<file path="config.mk">
export PLATFORM = sky130hd
export DESIGN_NAME = axi4_lite_arb_2x1_flat
export DESIGN_NICKNAME = d
export VERILOG_FILES = /design/src/rtl/axi4_lite_arb_2x1_if.sv /design/src/rtl/axi4_lite_arb_2x1.sv /design/src/flat_wrapper.sv
export SDC_FILE = /design/constraint.sdc
export NUM_CORES = 1
export LEC_CHECK = 0
export CAP_MARGIN = 20
export CORE_AREA = 2 2 177 179
export DETAILED_ROUTE_END_ITERATION = 7
export DIE_AREA = 0 0 179 181
export PLACE_DENSITY = 0.42
export REMOVE_ABC_BUFFERS = 1
export SYNTH_ARGS = -nofsm -noshare
export SYNTH_HDL_FRONTEND = slang
export SYNTH_SLANG_ARGS = --single-unit
</file>
<file path="constraint.sdc">
create_clock -name clk -period 1.5 [get_ports clk]
set_clock_uncertainty 0.15 [all_clocks]
set_input_delay 0.375 -clock clk [delete_from_list [all_inputs] [get_ports clk]]
set_output_delay 0.375 -clock clk [all_outputs]
set_load 0.01 [all_outputs]
</file>
<file path="src/rtl/axi4_lite_arb_2x1_if.sv">
// AXI4-Lite channel bundle shared by the 2x1 arbiter ports.
// slv_port is the view of a block that accepts requests; mst_port is the view of a block that issues them.
interface axi4_lite_if #(
  parameter int ADDR_BIT_WIDTH = 32,
  parameter int DATA_BIT_WIDTH = 32
);
  logic [ADDR_BIT_WIDTH-1:0]   awaddr;
  logic [2:0]                  awprot;
  logic                        awvalid;
  logic                        awready;
  logic [DATA_BIT_WIDTH-1:0]   wdata;
  logic [DATA_BIT_WIDTH/8-1:0] wstrb;
  logic                        wvalid;
  logic                        wready;
  logic [1:0]                  bresp;
  logic                        bvalid;
  logic                        bready;
  logic [ADDR_BIT_WIDTH-1:0]   araddr;
  logic [2:0]                  arprot;
  logic                        arvalid;
  logic                        arready;
  logic [DATA_BIT_WIDTH-1:0]   rdata;
  logic [1:0]                  rresp;
  logic                        rvalid;
  logic                        rready;

  modport slv_port (
    input  awaddr, awprot, awvalid, wdata, wstrb, wvalid, bready,
    input  araddr, arprot, arvalid, rready,
    output awready, wready, bresp, bvalid, arready, rdata, rresp, rvalid
  );

  modport mst_port (
    output awaddr, awprot, awvalid, wdata, wstrb, wvalid, bready,
    output araddr, arprot, arvalid, rready,
    input  awready, wready, bresp, bvalid, arready, rdata, rresp, rvalid
  );
endinterface

</file>
<file path="src/rtl/axi4_lite_arb_2x1.sv">
// Two-requester AXI4-Lite arbiter with independent write (AW/W/B) and read (AR/R) arbiters.
// Fixed priority (requester 0 wins) by default; define AXI4_LITE_ARB_RR_EN for round-robin.
module axi4_lite_arb_2x1 #(
  parameter int ADDR_BIT_WIDTH = 32,
  parameter int DATA_BIT_WIDTH = 32
) (
  input logic             clk,
  input logic             rst,
  axi4_lite_if.slv_port   s0_if,
  axi4_lite_if.slv_port   s1_if,
  axi4_lite_if.mst_port   m_if
);
  typedef enum logic [1:0] {W_IDLE, W_ADDR_DATA, W_RESP} w_state_e;
  typedef enum logic [1:0] {R_IDLE, R_ADDR, R_DATA}      r_state_e;

  w_state_e w_state_q, w_state_d;
  r_state_e r_state_q, r_state_d;
  logic     w_gnt_q, w_gnt_d, r_gnt_q, r_gnt_d;
  logic     aw_done_q, aw_done_d, w_done_q, w_done_d;

  logic [1:0] w_req, r_req;
  logic       w_pick, r_pick;

  logic                        sel_awvalid, sel_wvalid, sel_bready, sel_arvalid, sel_rready;
  logic [ADDR_BIT_WIDTH-1:0]   sel_awaddr, sel_araddr;
  logic [2:0]                  sel_awprot, sel_arprot;
  logic [DATA_BIT_WIDTH-1:0]   sel_wdata;
  logic [DATA_BIT_WIDTH/8-1:0] sel_wstrb;

  logic                      awready_g, wready_g, bvalid_g, arready_g, rvalid_g;
  logic [1:0]                bresp_g, rresp_g;
  logic [DATA_BIT_WIDTH-1:0] rdata_g;

  assign w_req = {s1_if.awvalid | s1_if.wvalid, s0_if.awvalid | s0_if.wvalid};
  assign r_req = {s1_if.arvalid, s0_if.arvalid};

  // The grant register doubles as the "last granted" pointer; it resets to 1 so requester 0 wins first.
`ifdef AXI4_LITE_ARB_RR_EN
  assign w_pick = (&w_req) ? ~w_gnt_q : w_req[1];
  assign r_pick = (&r_req) ? ~r_gnt_q : r_req[1];
`else
  assign w_pick = ~w_req[0];
  assign r_pick = ~r_req[0];
`endif

  always_comb begin
    sel_awvalid = w_gnt_q ? s1_if.awvalid : s0_if.awvalid;
    sel_awaddr  = w_gnt_q ? s1_if.awaddr  : s0_if.awaddr;
    sel_awprot  = w_gnt_q ? s1_if.awprot  : s0_if.awprot;
    sel_wvalid  = w_gnt_q ? s1_if.wvalid  : s0_if.wvalid;
    sel_wdata   = w_gnt_q ? s1_if.wdata   : s0_if.wdata;
    sel_wstrb   = w_gnt_q ? s1_if.wstrb   : s0_if.wstrb;
    sel_bready  = w_gnt_q ? s1_if.bready  : s0_if.bready;
    sel_arvalid = r_gnt_q ? s1_if.arvalid : s0_if.arvalid;
    sel_araddr  = r_gnt_q ? s1_if.araddr  : s0_if.araddr;
    sel_arprot  = r_gnt_q ? s1_if.arprot  : s0_if.arprot;
    sel_rready  = r_gnt_q ? s1_if.rready  : s0_if.rready;
  end

  // Write arbiter: next state, downstream AW/W/B drive, and return path to the grantee.
  always_comb begin
    // NOTE: every signal gets a default before the case so no path leaves one unassigned (no latches).
    w_state_d   = w_state_q;
    w_gnt_d     = w_gnt_q;
    aw_done_d   = aw_done_q;
    w_done_d    = w_done_q;
    awready_g   = 1'b0;
    wready_g    = 1'b0;
    bvalid_g    = 1'b0;
    bresp_g     = '0;
    m_if.awvalid = 1'b0;
    m_if.awaddr  = '0;
    m_if.awprot  = '0;
    m_if.wvalid  = 1'b0;
    m_if.wdata   = '0;
    m_if.wstrb   = '0;
    m_if.bready  = 1'b0;

    unique case (w_state_q)
      W_IDLE: begin
        if (|w_req) begin
          w_gnt_d   = w_pick;
          w_state_d = W_ADDR_DATA;
          aw_done_d = 1'b0;
          w_done_d  = 1'b0;
        end
      end
      W_ADDR_DATA: begin
        if (!aw_done_q) begin
          m_if.awvalid = sel_awvalid;
          m_if.awaddr  = sel_awaddr;
          m_if.awprot  = sel_awprot;
          awready_g    = m_if.awready;
        end
        if (!w_done_q) begin
          m_if.wvalid = sel_wvalid;
          m_if.wdata  = sel_wdata;
          m_if.wstrb  = sel_wstrb;
          wready_g    = m_if.wready;
        end
        aw_done_d = aw_done_q | (awready_g & sel_awvalid);
        w_done_d  = w_done_q  | (wready_g  & sel_wvalid);
        if (aw_done_d && w_done_d) w_state_d = W_RESP;
      end
      W_RESP: begin
        m_if.bready = sel_bready;
        bvalid_g    = m_if.bvalid;
        bresp_g     = m_if.bresp;
        if (m_if.bvalid && sel_bready) w_state_d = W_IDLE;
      end
      default: w_state_d = W_IDLE;
    endcase

    s0_if.awready = awready_g & ~w_gnt_q;
    s0_if.wready  = wready_g  & ~w_gnt_q;
    s0_if.bvalid  = bvalid_g  & ~w_gnt_q;
    s0_if.bresp   = w_gnt_q ? 2'b00 : bresp_g;
    s1_if.awready = awready_g & w_gnt_q;
    s1_if.wready  = wready_g  & w_gnt_q;
    s1_if.bvalid  = bvalid_g  & w_gnt_q;
    s1_if.bresp   = w_gnt_q ? bresp_g : 2'b00;
  end

  // Read arbiter: next state, downstream AR/R drive, and return path to the grantee.
  always_comb begin
    r_state_d    = r_state_q;
    r_gnt_d      = r_gnt_q;
    arready_g    = 1'b0;
    rvalid_g     = 1'b0;
    rdata_g      = '0;
    rresp_g      = '0;
    m_if.arvalid = 1'b0;
    m_if.araddr  = '0;
    m_if.arprot  = '0;
    m_if.rready  = 1'b0;

    unique case (r_state_q)
      R_IDLE: begin
        if (|r_req) begin
          r_gnt_d   = r_pick;
          r_state_d = R_ADDR;
        end
      end
      R_ADDR: begin
        m_if.arvalid = sel_arvalid;
        m_if.araddr  = sel_araddr;
        m_if.arprot  = sel_arprot;
        arready_g    = m_if.arready;
        if (sel_arvalid && m_if.arready) r_state_d = R_DATA;
      end
      R_DATA: begin
        m_if.rready = sel_rready;
        rvalid_g    = m_if.rvalid;
        rdata_g     = m_if.rdata;
        rresp_g     = m_if.rresp;
        if (m_if.rvalid && sel_rready) r_state_d = R_IDLE;
      end
      default: r_state_d = R_IDLE;
    endcase

    s0_if.arready = arready_g & ~r_gnt_q;
    s0_if.rvalid  = rvalid_g  & ~r_gnt_q;
    s0_if.rdata   = r_gnt_q ? '0 : rdata_g;
    s0_if.rresp   = r_gnt_q ? 2'b00 : rresp_g;
    s1_if.arready = arready_g & r_gnt_q;
    s1_if.rvalid  = rvalid_g  & r_gnt_q;
    s1_if.rdata   = r_gnt_q ? rdata_g : '0;
    s1_if.rresp   = r_gnt_q ? rresp_g : 2'b00;
  end

  always_ff @(posedge clk) begin
    // NOTE: state flops use non-blocking assignments so every flop samples pre-edge values.
    if (rst) begin
      w_state_q <= W_IDLE;
      r_state_q <= R_IDLE;
      w_gnt_q   <= 1'b1;
      r_gnt_q   <= 1'b1;
      aw_done_q <= 1'b0;
      w_done_q  <= 1'b0;
    end else begin
      w_state_q <= w_state_d;
      r_state_q <= r_state_d;
      w_gnt_q   <= w_gnt_d;
      r_gnt_q   <= r_gnt_d;
      aw_done_q <= aw_done_d;
      w_done_q  <= w_done_d;
    end
  end
endmodule

</file>
<file path="src/flat_wrapper.sv">
// flat-port wrapper written by rule: the top's interface ports become plain ports
module axi4_lite_arb_2x1_flat 
#(
  parameter int ADDR_BIT_WIDTH = 32,
  parameter int DATA_BIT_WIDTH = 32
)
  (clk, rst, s0_if_awaddr, s0_if_awprot, s0_if_awvalid, s0_if_wdata, s0_if_wstrb, s0_if_wvalid, s0_if_bready, s0_if_araddr, s0_if_arprot, s0_if_arvalid, s0_if_rready, s0_if_awready, s0_if_wready, s0_if_bresp, s0_if_bvalid, s0_if_arready, s0_if_rdata, s0_if_rresp, s0_if_rvalid, s1_if_awaddr, s1_if_awprot, s1_if_awvalid, s1_if_wdata, s1_if_wstrb, s1_if_wvalid, s1_if_bready, s1_if_araddr, s1_if_arprot, s1_if_arvalid, s1_if_rready, s1_if_awready, s1_if_wready, s1_if_bresp, s1_if_bvalid, s1_if_arready, s1_if_rdata, s1_if_rresp, s1_if_rvalid, m_if_awaddr, m_if_awprot, m_if_awvalid, m_if_wdata, m_if_wstrb, m_if_wvalid, m_if_bready, m_if_araddr, m_if_arprot, m_if_arvalid, m_if_rready, m_if_awready, m_if_wready, m_if_bresp, m_if_bvalid, m_if_arready, m_if_rdata, m_if_rresp, m_if_rvalid);
  axi4_lite_if #(.ADDR_BIT_WIDTH(ADDR_BIT_WIDTH), .DATA_BIT_WIDTH(DATA_BIT_WIDTH)) s0_if_i ();
  axi4_lite_if #(.ADDR_BIT_WIDTH(ADDR_BIT_WIDTH), .DATA_BIT_WIDTH(DATA_BIT_WIDTH)) s1_if_i ();
  axi4_lite_if #(.ADDR_BIT_WIDTH(ADDR_BIT_WIDTH), .DATA_BIT_WIDTH(DATA_BIT_WIDTH)) m_if_i ();
  input logic clk;
  input logic rst;
  input wire logic [$bits(s0_if_i.awaddr)-1:0] s0_if_awaddr;
  input wire logic [$bits(s0_if_i.awprot)-1:0] s0_if_awprot;
  input wire logic [$bits(s0_if_i.awvalid)-1:0] s0_if_awvalid;
  input wire logic [$bits(s0_if_i.wdata)-1:0] s0_if_wdata;
  input wire logic [$bits(s0_if_i.wstrb)-1:0] s0_if_wstrb;
  input wire logic [$bits(s0_if_i.wvalid)-1:0] s0_if_wvalid;
  input wire logic [$bits(s0_if_i.bready)-1:0] s0_if_bready;
  input wire logic [$bits(s0_if_i.araddr)-1:0] s0_if_araddr;
  input wire logic [$bits(s0_if_i.arprot)-1:0] s0_if_arprot;
  input wire logic [$bits(s0_if_i.arvalid)-1:0] s0_if_arvalid;
  input wire logic [$bits(s0_if_i.rready)-1:0] s0_if_rready;
  output wire logic [$bits(s0_if_i.awready)-1:0] s0_if_awready;
  output wire logic [$bits(s0_if_i.wready)-1:0] s0_if_wready;
  output wire logic [$bits(s0_if_i.bresp)-1:0] s0_if_bresp;
  output wire logic [$bits(s0_if_i.bvalid)-1:0] s0_if_bvalid;
  output wire logic [$bits(s0_if_i.arready)-1:0] s0_if_arready;
  output wire logic [$bits(s0_if_i.rdata)-1:0] s0_if_rdata;
  output wire logic [$bits(s0_if_i.rresp)-1:0] s0_if_rresp;
  output wire logic [$bits(s0_if_i.rvalid)-1:0] s0_if_rvalid;
  input wire logic [$bits(s1_if_i.awaddr)-1:0] s1_if_awaddr;
  input wire logic [$bits(s1_if_i.awprot)-1:0] s1_if_awprot;
  input wire logic [$bits(s1_if_i.awvalid)-1:0] s1_if_awvalid;
  input wire logic [$bits(s1_if_i.wdata)-1:0] s1_if_wdata;
  input wire logic [$bits(s1_if_i.wstrb)-1:0] s1_if_wstrb;
  input wire logic [$bits(s1_if_i.wvalid)-1:0] s1_if_wvalid;
  input wire logic [$bits(s1_if_i.bready)-1:0] s1_if_bready;
  input wire logic [$bits(s1_if_i.araddr)-1:0] s1_if_araddr;
  input wire logic [$bits(s1_if_i.arprot)-1:0] s1_if_arprot;
  input wire logic [$bits(s1_if_i.arvalid)-1:0] s1_if_arvalid;
  input wire logic [$bits(s1_if_i.rready)-1:0] s1_if_rready;
  output wire logic [$bits(s1_if_i.awready)-1:0] s1_if_awready;
  output wire logic [$bits(s1_if_i.wready)-1:0] s1_if_wready;
  output wire logic [$bits(s1_if_i.bresp)-1:0] s1_if_bresp;
  output wire logic [$bits(s1_if_i.bvalid)-1:0] s1_if_bvalid;
  output wire logic [$bits(s1_if_i.arready)-1:0] s1_if_arready;
  output wire logic [$bits(s1_if_i.rdata)-1:0] s1_if_rdata;
  output wire logic [$bits(s1_if_i.rresp)-1:0] s1_if_rresp;
  output wire logic [$bits(s1_if_i.rvalid)-1:0] s1_if_rvalid;
  output wire logic [$bits(m_if_i.awaddr)-1:0] m_if_awaddr;
  output wire logic [$bits(m_if_i.awprot)-1:0] m_if_awprot;
  output wire logic [$bits(m_if_i.awvalid)-1:0] m_if_awvalid;
  output wire logic [$bits(m_if_i.wdata)-1:0] m_if_wdata;
  output wire logic [$bits(m_if_i.wstrb)-1:0] m_if_wstrb;
  output wire logic [$bits(m_if_i.wvalid)-1:0] m_if_wvalid;
  output wire logic [$bits(m_if_i.bready)-1:0] m_if_bready;
  output wire logic [$bits(m_if_i.araddr)-1:0] m_if_araddr;
  output wire logic [$bits(m_if_i.arprot)-1:0] m_if_arprot;
  output wire logic [$bits(m_if_i.arvalid)-1:0] m_if_arvalid;
  output wire logic [$bits(m_if_i.rready)-1:0] m_if_rready;
  input wire logic [$bits(m_if_i.awready)-1:0] m_if_awready;
  input wire logic [$bits(m_if_i.wready)-1:0] m_if_wready;
  input wire logic [$bits(m_if_i.bresp)-1:0] m_if_bresp;
  input wire logic [$bits(m_if_i.bvalid)-1:0] m_if_bvalid;
  input wire logic [$bits(m_if_i.arready)-1:0] m_if_arready;
  input wire logic [$bits(m_if_i.rdata)-1:0] m_if_rdata;
  input wire logic [$bits(m_if_i.rresp)-1:0] m_if_rresp;
  input wire logic [$bits(m_if_i.rvalid)-1:0] m_if_rvalid;
  assign s0_if_i.awaddr = s0_if_awaddr;
  assign s0_if_i.awprot = s0_if_awprot;
  assign s0_if_i.awvalid = s0_if_awvalid;
  assign s0_if_i.wdata = s0_if_wdata;
  assign s0_if_i.wstrb = s0_if_wstrb;
  assign s0_if_i.wvalid = s0_if_wvalid;
  assign s0_if_i.bready = s0_if_bready;
  assign s0_if_i.araddr = s0_if_araddr;
  assign s0_if_i.arprot = s0_if_arprot;
  assign s0_if_i.arvalid = s0_if_arvalid;
  assign s0_if_i.rready = s0_if_rready;
  assign s0_if_awready = s0_if_i.awready;
  assign s0_if_wready = s0_if_i.wready;
  assign s0_if_bresp = s0_if_i.bresp;
  assign s0_if_bvalid = s0_if_i.bvalid;
  assign s0_if_arready = s0_if_i.arready;
  assign s0_if_rdata = s0_if_i.rdata;
  assign s0_if_rresp = s0_if_i.rresp;
  assign s0_if_rvalid = s0_if_i.rvalid;
  assign s1_if_i.awaddr = s1_if_awaddr;
  assign s1_if_i.awprot = s1_if_awprot;
  assign s1_if_i.awvalid = s1_if_awvalid;
  assign s1_if_i.wdata = s1_if_wdata;
  assign s1_if_i.wstrb = s1_if_wstrb;
  assign s1_if_i.wvalid = s1_if_wvalid;
  assign s1_if_i.bready = s1_if_bready;
  assign s1_if_i.araddr = s1_if_araddr;
  assign s1_if_i.arprot = s1_if_arprot;
  assign s1_if_i.arvalid = s1_if_arvalid;
  assign s1_if_i.rready = s1_if_rready;
  assign s1_if_awready = s1_if_i.awready;
  assign s1_if_wready = s1_if_i.wready;
  assign s1_if_bresp = s1_if_i.bresp;
  assign s1_if_bvalid = s1_if_i.bvalid;
  assign s1_if_arready = s1_if_i.arready;
  assign s1_if_rdata = s1_if_i.rdata;
  assign s1_if_rresp = s1_if_i.rresp;
  assign s1_if_rvalid = s1_if_i.rvalid;
  assign m_if_awaddr = m_if_i.awaddr;
  assign m_if_awprot = m_if_i.awprot;
  assign m_if_awvalid = m_if_i.awvalid;
  assign m_if_wdata = m_if_i.wdata;
  assign m_if_wstrb = m_if_i.wstrb;
  assign m_if_wvalid = m_if_i.wvalid;
  assign m_if_bready = m_if_i.bready;
  assign m_if_araddr = m_if_i.araddr;
  assign m_if_arprot = m_if_i.arprot;
  assign m_if_arvalid = m_if_i.arvalid;
  assign m_if_rready = m_if_i.rready;
  assign m_if_i.awready = m_if_awready;
  assign m_if_i.wready = m_if_wready;
  assign m_if_i.bresp = m_if_bresp;
  assign m_if_i.bvalid = m_if_bvalid;
  assign m_if_i.arready = m_if_arready;
  assign m_if_i.rdata = m_if_rdata;
  assign m_if_i.rresp = m_if_rresp;
  assign m_if_i.rvalid = m_if_rvalid;
  axi4_lite_arb_2x1 #(.ADDR_BIT_WIDTH(ADDR_BIT_WIDTH), .DATA_BIT_WIDTH(DATA_BIT_WIDTH)) u_core (.clk(clk), .rst(rst), .s0_if(s0_if_i), .s1_if(s1_if_i), .m_if(m_if_i));
endmodule
</file>
; ---- Word level (Yosys, flattened, before mapping)
; Cells that the tools add are included.
[classes]
n_eq_ne = 10
mux = 57
bitwise = 20
reduce_logical = 14
[op_table]
columns = cell, n
row1 = 32-bit 2-to-1 mux, 11
row2 = 2-bit 2-to-1 mux, 12
row3 = 1-bit 2-to-1 mux, 22
row4 = 3-bit 2-to-1 mux, 5
row5 = 1-bit bitwise AND, 12
row6 = 4-bit 2-to-1 mux, 3
row7 = "2-bit by 1-bit inequality test with 1-bit output, second input constant", 6
row8 = 2-bit case mux with 3 select lines, 2
row9 = 2-bit AND reduction, 3
row10 = 3-bit AND reduction, 2
row11 = "2-bit by 1-bit == test with 1-bit output, second input constant", 2
row12 = "2-bit == test, second input constant", 2
row13 = 1-bit logical AND, 4
row14 = 2-bit zero test, 2
row15 = 1-bit NOT, 4
row16 = 1-bit bitwise OR, 4
row17 = 1-bit case mux with 2 select lines, 2
row18 = 2-bit OR reduction, 2
row19 = 2-bit nonzero test, 1
[totals]
inputBits = 265
word_cells = 107
out_inout_bits = 193
regBits = 8

; ---- Longest topological paths before layout
; Gate-level depths: netlist (run 1).
[depth]
depth_word = 7
depth_mapped = 5
depth_no_buf = 4

; ---- Least setup slack after synthesis (run 1)
; Ideal clock, no wire load.
[synth_timing]
path_type = register -> output
from = reg u_core.w_state_q[0]
to = out m_if_wdata[24]
path_stages_with_launch = 6
setup_slack_ps = -166
path_buffers = 2
arrival_ps = 1141
t_required_ps = 975
cell_sequence = dfxtp_1 > and2b_2 > nand2b_1 > buf_4 > buf_6 > nor2_1
[synth_between]
elab_chain_cells = 2
[synth_lines]
columns = item, line
row1 = "start, declared", axi4_lite_arb_2x1.sv:16  ; w_state_e w_state_q, w_state_d;
row2 = "start signal, assigned", axi4_lite_arb_2x1.sv:181  ; w_state_q <= w_state_d;
row3 = 2-bit by 1-bit == test with 1-bit output, axi4_lite_arb_2x1.sv:79  ; unique case (w_state_q)
row4 = 32-bit 2-to-1 mux, axi4_lite_arb_2x1.sv:79
row5 = "end, declared", flat_wrapper.sv:54  ; output wire logic [$bits(m_if_i.wdata)-1:0] m_if_wdata;
; Every way passes these cells.

; ---- Worst setup path in the final report (run 1)
[layout_timing]
from = reg u_core.w_gnt_q
to = out m_if_awprot[0]
[layout_between]
elab_chain_cells = 3
[layout_lines]
columns = item, line
row1 = "start, declared", axi4_lite_arb_2x1.sv:18  ; logic w_gnt_q, w_gnt_d, r_gnt_q, r_gnt_d;
row2 = "start signal, assigned", axi4_lite_arb_2x1.sv:183  ; w_gnt_q <= w_gnt_d;
row3 = 3-bit 2-to-1 mux, axi4_lite_arb_2x1.sv:49  ; sel_awprot = w_gnt_q ? s1_if.awprot : s0_if.awprot;
row4 = 3-bit 2-to-1 mux, axi4_lite_arb_2x1.sv:89  ; if (!aw_done_q) begin
row5 = 3-bit 2-to-1 mux, axi4_lite_arb_2x1.sv:79
row6 = "end, declared", flat_wrapper.sv:52  ; output wire logic [$bits(m_if_i.awprot)-1:0] m_if_awprot;
; Every way passes these cells.

==> flow_metrics.tcl, run 1 <==
set metrics [dict create \
    powerDensity_nw_per_um2 513 \
    critPathTopFamily "buffers and inverters" \
    cts_sinks 8 \
    yosys.cell_types.count 26 \
    num_rows 64 \
    status "finished, violations left" \
    holdWs_ps 321 \
    seq_power_share 0.058 \
    arrival_ps 1470 \
    yosys_warnings 0 \
    worst_slack_ps -497 \
    critical_path.max_fanout 8 \
    grt_max_degree 28 \
    comb_power_share 0.835 \
    cp-end-kind "output port" \
    gp_congestion 0.730 \
    violations "negative setup slack" \
    ios 458 \
    vias 4843 \
    synth_area_um2 2640 \
    synthArstFlopShare 0 \
    hold_viol 0 \
    dr.pass1.iters 4 \
    clk_latency_ps 240 \
    ff_latch_area_um2 174 \
    synth_edf_count 0 \
    dieWidth_um 179 \
    hold_class "reg2reg" \
    worst-path-buf-inv 4 \
    syn_area_per_cell_um2 6.71 \
    p_leak_nw 4.51 \
    core_area_um2 30300 \
    fin_total_pwr_w 0.00466 \
    p_sw_w 0.00179 \
    drive_above_1_share 0.477 \
    start_util 0.0869 \
    n_fill_cell 3245 \
    cp-start-kind "register" \
    worstPathCellList "buf_6 > buf_12 > buf_8 > mux2i_2 > nor2_2 > buf_2" \
    cts_made_buffers 3 \
    grt_pass1_vias 5035 \
    seq_area_frac_synth 0.0607 \
    final_core_util 0.300 \
    dp_hpwl_um 16500 \
    internal-power_w 0.00287 \
    cts-root-buf "clkbuf_16" \
    sw_frac_of_total 0.384 \
    maxCapViolCount 0 \
    grt-ovfl-total 0 \
    drtIter0Drc 52 \
    setup_viol_count_final 199 \
    routedWlPerCell_um 15.6 \
    drt_wl_total_um 20900 \
    cp_slowest_stage_delay_ps 420 \
    io_buffers 457 \
    cpMaxStageDelayCell "dfxtp_4" \
    slew_viol_final 0 \
    postRouteAntennaNets 0 \
    required_ps 970 \
    dieArea_um2 32400 \
    cts_tree "done" \
    final_common_cell "clkdlybuf4s50_1" \
    final_nets 1204 \
    layout_common_cells "253 x clkdlybuf4s50_1, 125 x buf_2, 98 x buf_6, 97 x nor2_1, 91 x mux2i_1" \
    track_usage 0.119 \
    timing.final.crit_period_ps 2000 \
    crit_type "reg2out" \
    htreeDepth 1 \
    worst_slew_pin_slew_ps 283 \
    peakVddDrop_v 0.000263 \
    multi_input_area_um2 2830 \
    via_per_inst 3.63 \
    fmax_mhz 501 \
    fin_crit_sh 1.33 \
    syn_to_final_growth_pct 245 \
    cts_buffer_depth 2 \
    synth_ff_type "dfxtp_1" \
    synth-seq-cells 8 \
    rsz0062_at_grt "true" \
    grt_pass1_wl_um 29400 \
    maxSlewHeadroom 0.811 \
    path_clk_slew_ps 40 \
    synthCells 393 \
    antenna_found_initial 3 \
    clkPwrFrac 0.107 \
    die_height_um 181 \
    drc 0 \
]
-- state kept, by name (all words and copies together) (netlist names) --
register	flops
u_core.r_state_q	2
u_core.w_state_q	2
u_core.aw_done_q	1
u_core.r_gnt_q	1
u_core.w_done_q	1
u_core.w_gnt_q	1
-- per-stage QoR --
stage / TNS (ps) / setup WS (ps) / instances / instance area, um2
final: -71890 / -497 / 1336 / 9090
after global routing: -86420 / -552 / 1336 / 9090
after CTS: -82460 / -519 / 1331 / 8510
after detailed placement: -121260 / -774 / 1270 / 8060
after global placement: -121490 / -763 / 1270 / 8060
after floorplan: -342820 / -2420 / 360 / 2440
-- layout make-up --
| cell class | instances | area share |
|---|---|---|
| Antenna cell | 2 | 0.000551 |
| Clock buffer | 4 | 0.00867 |
| Inverter | 7 | 0.00317 |
| Multi-Input combinational cell | 345 | 0.311 |
| Sequential cell | 8 | 0.0191 |
| Tap cell | 396 | 0.0545 |
| Timing Repair Buffer | 574 | 0.603 |
-- power by group through the flow --
stage | Combinational (W) | Sequential (W) | Clock [W]
after global placement | 0.00341 | 0.000269 | 0
after CTS | 0.00363 | 0.000272 | 0.000536
after global routing | 0.00419 | 0.000274 | 0.000547
after detailed placement | 0.00339 | 0.000270 | 0
final | 0.00389 | 0.000271 | 0.000500
after floorplan | 0.00111 | 0.000410 | 0
-- worst paths after layout --
path                                     startpoint                  end  slack (ps)  depth (start not counted)
worst max-delay path                 u_core.w_gnt_q       m_if_awprot[0]        -500                          6
worst min-delay path            u_core.r_state_q[1]  u_core.r_state_q[0]         320                          1
worst max register to register       u_core.w_gnt_q  u_core.w_state_q[0]        -190                          7
worst min register to register  u_core.r_state_q[1]  u_core.r_state_q[0]         320                          1
-- cells in the mapped netlist (2+ instances only) --
cell | n | area [um2]
clkbuf_1 | 4 | 15.0
a22oi_1 | 2 | 15.0
nor2_1 | 123 | 462
o22ai_1 | 3 | 18.8
clkbuf_2 | 3 | 15.0
nor2b_1 | 2 | 12.5
nand2_1 | 4 | 15.0
buf_2 | 13 | 65.1
or2_2 | 2 | 12.5
dfxtp_1 | 8 | 160
nor3_1 | 13 | 65.1
and2_1 | 68 | 425
mux2i_1 | 112 | 1120
nand2b_1 | 6 | 37.5
buf_1 | 2 | 7.51
buf_6 | 3 | 33.8
a21oi_1 | 3 | 15.0
inv_1 | 7 | 26.3
buf_4 | 8 | 60.1
-- what timing repair did --
item | CTS | global route
buffers inserted | 52 | 14
cloned | 10 | 4
hold buffers | 0 | 0
resized for setup | 920 | 185
pin swaps | 40 | 35
endpoints found under the setup margin | 198 | 199
-- routing by layer --
layer,global-route usage,share of wire
met1,0.117,0.34
met3,0.0326,0.11
met5,0,0
met2,0.238,0.53
met4,0.0299,0.018
-- logic make-up after synthesis --
group | after synthesis | synth area share
AOI/OAI and AO/OA | 12 | 0.0308
buffers and inverters | 40 | 0.0845
DFF | 8 | 0.0607
muxes | 112 | 0.425
and+or+nand+nor | 221 | 0.399
(Power assumes the default switching activity.)
==> run 2, diff against run 1 <==
--- a/config.mk
+++ b/config.mk
@@ -10,6 +10,7 @@
 export DETAILED_ROUTE_END_ITERATION = 7
 export DIE_AREA = 0 0 179 181
 export PLACE_DENSITY = 0.42
+export RECOVER_POWER = 50
 export REMOVE_ABC_BUFFERS = 1
 export SYNTH_ARGS = -nofsm -noshare
 export SYNTH_HDL_FRONTEND = slang
==> results of run 2 <==
Same layout as run 1: the final DEF is identical, and so are final timing and power.
